--- config.mk ---
export PLATFORM = sky130hd
export DESIGN_NAME = sync_fifo_ram
export DESIGN_NICKNAME = d
export VERILOG_FILES = /design/src/rtl/sync_fifo_ram.sv
export SDC_FILE = /design/constraint.sdc
export NUM_CORES = 1
export LEC_CHECK = 0
export BUFFER_PORTS_ARGS = -buffer_cell sky130_fd_sc_hd__buf_4
export CAP_MARGIN = 20
export CORE_MARGIN = 3
export CORE_UTILIZATION = 25
export CTS_CLUSTER_SIZE = 12
export DETAILED_ROUTE_END_ITERATION = 12
export HOLD_SLACK_MARGIN = 0.06
export PLACE_DENSITY = 0.35
export SYNTH_ARGS = -nofsm -noshare
export SYNTH_HDL_FRONTEND = slang
export SYNTH_SLANG_ARGS = --single-unit
--- constraint.sdc ---
create_clock -name clk -period 3.5 [get_ports clk]
set_input_delay 0.35 -clock clk [delete_from_list [all_inputs] [get_ports clk]]
set_output_delay 0.35 -clock clk [all_outputs]
set_load 0.01 [all_outputs]
--- src/rtl/sync_fifo_ram.sv ---
// sync_fifo_ram: single-clock FIFO built on a 2^L x DW two-port array with a registered read port.
//
// Parameters
//   L   address width, depth = 2^L words
//   DW  data width
//   AF  almost-full threshold (1..2^L), afull = (cnt >= AF)
//
// Ports
//   clk    single clock, rising edge
//   rst_n  synchronous active-low reset
//   wd/we  write data / write request (accepted iff !full)
//   re     pop request (accepted iff !empty)
//   rd     read data register
//   full, empty, afull, cnt  registered status; cnt includes any prefetched output word
//   ovf/udf  sticky overflow/underflow, cleared only by reset
//
// Optional build macro: SYNC_FIFO_FWFT_EN
//   undefined: a pop loads rd with the head word, visible the cycle after the pop edge.
//   defined  : first-word-fall-through; rd holds the head word whenever empty=0.
module sync_fifo_ram #(
    parameter int unsigned L  = 8,
    parameter int unsigned DW = 6,
    parameter int unsigned AF = (2 ** L) - 4
) (
    input  logic          clk,
    input  logic          rst_n,
    input  logic [DW-1:0] wd,
    input  logic          we,
    input  logic          re,
    output logic [DW-1:0] rd,
    output logic          full,
    output logic          empty,
    output logic          afull,
    output logic [L:0]    cnt,
    output logic          ovf,
    output logic          udf
);

    localparam int unsigned Depth    = 2 ** L;
    localparam logic [L:0]  DepthCnt = (L + 1)'(Depth);
    localparam logic [L:0]  AfCnt    = (L + 1)'(AF);
    localparam logic [L:0]  One      = (L + 1)'(1);

    logic [DW-1:0] mem_q [Depth];

    logic [L:0]    wp_q, wp_d;
    logic [L:0]    rp_q, rp_d;
    logic [L:0]    cnt_q, cnt_d;
    logic          full_q, full_d;
    logic          empty_q, empty_d;
    logic          afull_q, afull_d;
    logic          ovf_q, ovf_d;
    logic          udf_q, udf_d;
    logic [DW-1:0] rd_q, rd_d;

    logic          push;
    logic          pop;
    logic          rd_load;

    always_comb begin
        push = we & ~full_q;
        pop  = re & ~empty_q;

`ifdef SYNC_FIFO_FWFT_EN
        // Refill the output register whenever it is consumed or idle and the array has a word.
        // A word written this edge is not yet readable from the array, hence the extra edge.
        rd_load = (wp_q != rp_q) & (pop | empty_q);
        empty_d = ~(rd_load | (~empty_q & ~pop));
`else
        rd_load = pop;
        empty_d = 1'b0;
`endif

        wp_d = push    ? wp_q + One : wp_q;
        rp_d = rd_load ? rp_q + One : rp_q;

        cnt_d = cnt_q;
        if (push && !pop) begin
            cnt_d = cnt_q + One;
        end else if (pop && !push) begin
            cnt_d = cnt_q - One;
        end

`ifndef SYNC_FIFO_FWFT_EN
        empty_d = (cnt_d == '0);
`endif
        full_d  = (cnt_d == DepthCnt);
        afull_d = (cnt_d >= AfCnt);

        ovf_d = ovf_q | (we & full_q);
        udf_d = udf_q | (re & empty_q);

        rd_d = rd_load ? mem_q[rp_q[L-1:0]] : rd_q;
    end

    // Array contents are deliberately not reset; writes are suppressed during reset.
    always_ff @(posedge clk) begin
        if (rst_n && push) begin
            mem_q[wp_q[L-1:0]] <= wd;
        end
    end

    always_ff @(posedge clk) begin
        if (!rst_n) begin
            wp_q    <= '0;
            rp_q    <= '0;
            cnt_q   <= '0;
            full_q  <= 1'b0;
            empty_q <= 1'b1;
            afull_q <= 1'b0;
            ovf_q   <= 1'b0;
            udf_q   <= 1'b0;
            rd_q    <= '0;
        end else begin
            wp_q    <= wp_d;
            rp_q    <= rp_d;
            cnt_q   <= cnt_d;
            full_q  <= full_d;
            empty_q <= empty_d;
            afull_q <= afull_d;
            ovf_q   <= ovf_d;
            udf_q   <= udf_d;
            rd_q    <= rd_d;
        end
    end

    assign rd    = rd_q;
    assign full  = full_q;
    assign empty = empty_q;
    assign afull = afull_q;
    assign cnt   = cnt_q;
    assign ovf   = ovf_q;
    assign udf   = udf_q;

endmodule
## Word-level counts from Yosys, hierarchy flattened

Memory sizes are Yosys's and may differ from the RTL's. A register that Yosys moved wholly into a read port is not among the register bits.
Index checks and enable logic that the tools add are counted.

- Memory bits (read-only): 0
- Memories kept: 1
- Latch bits: 0
- Word-level logic and storage cells: 34
- Register bits: 32
- Output and inout bits: 20
- Bits in writable memories: 1,536

Memory list:

| memory | depth | bits a word | rd ports | clocked after Yosys merged registers in | write ports | line | RTL |
|---|---|---|---|---|---|---|---|
| mem_q | 256 | 6 | 1 | 1 | 1 | 44 | `logic [DW-1:0] mem_q [Depth];` |

- Equal/unequal tests: 1
- Bitwise operators: 8
- Div/mod/pow operators: 0
- $mul: 0
- $add $sub $neg: 4
- Shift-type cells: 0
- Reduce and logical (&&, ||, !) cells: 7
- Order comparisons: 1
- Multiplexer cells: 4

Operator list:

| operator | count |
|---|---|
| 9-bit by 1-bit adder with 9-bit output, second input constant | 3 |
| 9-bit 2-to-1 mux | 2 |
| 9-bit == test, second input constant | 1 |
| 9-bit by 8-bit greater-or-equal comparator with 1-bit output, second input constant | 1 |
| 9-bit logical NOT | 1 |
| 9-bit by 1-bit subtractor with 9-bit output, second input constant | 1 |
| 1-bit bitwise AND | 4 |
| 1-bit logical AND | 3 |
| 1-bit logical NOT | 3 |
| 1-bit 2-to-1 mux | 2 |
| 1-bit NOT | 2 |
| 1-bit bitwise OR | 2 |

## Depth between registers and ports, before layout

- Depth in word-level cells: 7
- Gate-level depth with buffers: 13
- Depth with buffers taken out: 8

## Least setup slack after synthesis

No wires, ideal clock.

- Path type: reg2reg
- Start: reg rp_q[1]
- End: reg rd_q[3] (netlist: rd[3]) (read register of mem_q)
- Path buffers: 3
- Stages on the path, launching flop included: 10
- Required time: 3.365 ns
- Arrival time: 2.413 ns
- Period minus slack after synthesis: 2.548 ns
- Library setup time: 0.135 ns
- Setup slack: 0.952 ns
- Cells stage by stage: dfxtp_1 buf_4 buf_2 buf_1 mux4_2 mux4_2 nor2_1 nor2_1 a221oi_1 o32ai_1

RTL lines:

| element | line | RTL |
|---|---|---|
| from (decl) | 47 | `logic [L:0] rp_q, rp_d;` |
| from (signal assigned) | 116 | `rp_q <= rp_d;` |
| to (decl) | 54 | `logic [DW-1:0] rd_q, rd_d;` |

==> run_results.csv <==
group,metric,value,unit
drt,top_layer,"met5",
clock_tree,root_buffer,"clkbuf_16",
clock_tree,clk_pin_slew_worst_paths,0.06,ns
drt,totalWireLength,196,mm
hold_path,hold_path_depth,1,
clock_tree,tritoncts,"done",
finish,drive_above_1_share,0.295,
drt,dr.pass1.iters,5,
drt,m1WireLength,87.9,mm
clock_tree,cts_made_buffers,177,
sta,slew_viol_final,0,
floorplanning,ioPinCount,30,
logic_synthesis,yosysWarnings,0,
finish,fin_cells,6904,
sta,rsz0062_at_grt,"no",
drt,first_iter_violations,2698,
global_route,grtUsageTotal,0.152,
logic_synthesis,synthTopCellsByArea,"edfxtp_1 (74%), mux4_2 (13%), nor2_1 (2.0%)",
pwr,vdd_drop_max,526,µV
critical_path,slowest_stage,"a222oi_1",
place,post-place-cells,6571,
critical_path,cp_slowest_stage_delay,0.66,ns
logic_synthesis,synth.cell_area,62000,µm²
sta,clock.fmax,288,MHz
drt,wl_met3,9.16,mm
logic_synthesis,syn_inst,3026,
logic_synthesis,netlist.area_leader.share,0.744,
floorplanning,rows,182,
clock_tree,cts.path.max_buffers,3,
finish,nFillCells,24100,
sta,setup_viol,0,
finish,nets,3467,
floorplanning,start_util,0.252,
pwr,powerDensity,590,nW/µm²
sta,finalHoldViolations,0,
global_route,grt_pass1_vias,33200,
critical_path,r2r_slack,0.03,ns
critical_path,cp_common_cell,"buf_4",
sta,skew,0.0493,ns
critical_path,crit_family,"compound AO/OA/AOI/OAI gates",
clock_tree,clk_latency,0.82,ns
critical_path,critical_path_arrival,4.15,ns
drt,routedWlPerCell,28.3,µm
logic_synthesis,synth-seq-cells,1572,
place,place_congestion,0.785,
logic_synthesis,ys_seq_area_frac,0.756,
place,dpl.hpwl,128,mm
critical_path,r2r_start,"rp_q[2]$_SDFFE_PN0P_",
logic_synthesis,ys.flop_type,"edfxtp_1",
global_route,grt_max_degree,103,
logic_synthesis,synth_edf_count,1536,
logic_synthesis,synth.net_count,3043,
global_route,antenna_found_initial,18,
finish,final_util,0.303,
finish,areaGrowthSynthToFinish,20.2,%
critical_path,rr_endpoint,"rd[3]$_SDFFE_PN0P_",
critical_path,worstPathCellList,"buf_12 -> and2_2 -> buf_4 -> a221oi_1 -> a21o_1 -> a222oi_1 -> buf_4 -> nor2_1 -> o41ai_2 -> buf_4 -> o32ai_1",
critical_path,path_max_fanout,44,
pwr,leakagePower,0.0227,µW
floorplanning,core,246000,µm²
hold_path,worst_hold_path_type,"input pin to register",
sta,timing.final.crit_share,0.992,
critical_path,path_class,"register to register",
clock_tree,clock-sinks,1572,
hold_path,min_from,"wd[3]",
critical_path,reg2reg_depth,11,
hold_path,hold_end,"mem_q[15][3]$_DFFE_PP_",
place,port_buffers,29,
floorplanning,die_w,504,µm
drt,via_count,31500,
logic_synthesis,postSynthAreaPerCell,20.5,µm²
sta,tightest_slew,0.969,ns
clock_tree,htreeDepth,4,
drt,wl_met2,94.1,mm
drt,drc,0,
critical_path,required,4.18,ns
run_status,outcome,"finished clean",
floorplanning,die_y,504,µm
logic_synthesis,synth.distinct_cells,76,
floorplanning,die-area,254000,µm²
global_route,grt_first_pass_wirelength,273,mm
sta,min_period,3.47,ns
sta,slew_headroom,0.347,
global_route,grt_overflow,0,
logic_synthesis,synth_area_leader_cell,"edfxtp_1",
logic_synthesis,async_reset_ff_frac,0,
critical_path,endpoint_kind,"register",
drt,ant_nets,0,
drt,vias_per_cell,4.56,
job,maxCapViolations,0,
critical_path,cp-start-kind,"register",
critical_path,path_buf_inv,4,
[per-stage QoR]
stage | hold slack [ns] | setup TNS [ns] | worst slack [ns] | total power [µW] | cell area [µm²]
2_1_floorplan | 0.449 | 0 | 0.952 | 24600 | 62000
3_3_place_gp | 0.454 | -0.700 | -0.455 | 26700 | 68900
5_1_grt | 0.131 | 0 | 0.0626 | 45700 | 74500
3_5_place_dp | 0.460 | -0.493 | -0.333 | 26700 | 68900
4_1_cts | 0.118 | -0.000392 | -0.000392 | 44800 | 74500
6_report | 0.131 | 0 | 0.0293 | 44000 | 74500
[repair_timing]
action	4_1_cts	5_1_grt
gates cloned	2	0
resized for setup	7	0
hold buffers	4	0
setup buffers	4	2
pin swaps	3	2
setup endpoints to repair	2	1
hold endpoints to repair	14	0
[layer usage]
layer,track usage,up-vias
li1,-,13300
met1,0.212,17100
met2,0.248,790
met3,0.0243,216
met4,0.0374,2
met5,0,-
[power by group]
part	internal, µW	switching, µW
Combinational	2620	2850
Sequential	20700	105
Clock	10200	7540
Total	33500	10500
[registers in the layout, indices dropped and copies added (netlist names)]
register	cells
rd	6
rp_q	8
mem_q	1536
afull	1
empty	1
wp_q	8
udf	1
cnt	9
ovf	1
full	1
[how the worst max path moves through the flow]
stage                         start                 endpoint  cells past startpoint
6_report       rp_q[2]$_SDFFE_PN0P_       rd[3]$_SDFFE_PN0P_                     11
5_1_grt             full$_SDFF_PN0_  mem_q[231][5]$_DFFE_PP_                      6
4_1_cts        rp_q[0]$_SDFFE_PN0P_       rd[4]$_SDFFE_PN0P_                      9
3_5_place_dp   rp_q[1]$_SDFFE_PN0P_       rd[4]$_SDFFE_PN0P_                      9
3_3_place_gp   rp_q[1]$_SDFFE_PN0P_       rd[4]$_SDFFE_PN0P_                      9
2_1_floorplan  rp_q[1]$_SDFFE_PN0P_       rd[3]$_SDFFE_PN0P_                      9
[logic make-up (layout without fill, tap and decap cells)]
kind of cell,Yosys count,in the layout,synth area share
muxes,513,513,0.163
DFF,1572,1572,0.756
buffers and inverters,201,763,0.0198
xor gates and xnor gates,20,20,0.00283
and+or+nand+nor,504,504,0.0347
AOI/OAI and AO/OA,209,209,0.0231
adders and majority gates,7,7,0.00141
other,0,4,0
[synthesized netlist by cell type (6+ instances only)]
master	instances
a211oi_1	10
a21o_1	6
a21oi_1	46
a221oi_1	18
a22oi_1	8
buf_1	10
buf_2	41
buf_4	23
buf_6	32
clkbuf_1	73
dfxtp_1	36
edfxtp_1	1536
ha_1	7
inv_1	9
mux2i_1	122
mux4_1	26
mux4_2	361
nand2_1	61
nand2b_1	7
nand3_1	41
nand4_1	7
nor2_1	327
nor2b_1	14
nor3_1	10
o211ai_1	8
o21ai_0	33
o221ai_1	12
o22ai_1	23
xnor2_1	9
xor2_1	11
[cells in the final DEF (no fill, tap or decap), drive strengths merged, types with 6 or more instances in the layout]
cell type	count
dfxtp	36
edfxtp	1536
mux4	387
xor2	11
clkinv	73
ha	7
nor2b	14
nand2b	7
a21oi	46
o22ai	23
nand4	7
bufinv	10
o21ai	35
a211oi	10
inv	19
mux2i	122
a21o	6
clkbuf	231
o221ai	12
a22oi	8
buf	423
nor2	327
a221oi	18
o211ai	8
nor3	10
xnor2	9
nand3	41
nand2	61
[cell type report]
class	instances	area [µm²]	area share
Sequential cell	1572	46900	0.629
Multi-Input combinational cell	1253	14000	0.188
Clock buffer	225	4670	0.0627
Tap cell	3312	4140	0.0556
Timing Repair Buffer	435	4040	0.0542
Clock inverter	92	774	0.0104
Inverter	11	43.8	0.000587
Antenna cell	4	10.0	0.000134
[worst reg2reg max path, stage by stage, from the launching register on]
cell and delay [ns]:
dfxtp_4 0.36, buf_12 0.32, and2_2 0.43, buf_4 0.24
a221oi_1 0.14, a21o_1 0.20, a222oi_1 0.66, buf_4 0.25
nor2_1 0.05, o41ai_2 0.40, buf_4 0.21, o32ai_1 0.08
Power figures use the tool's default switching activity.
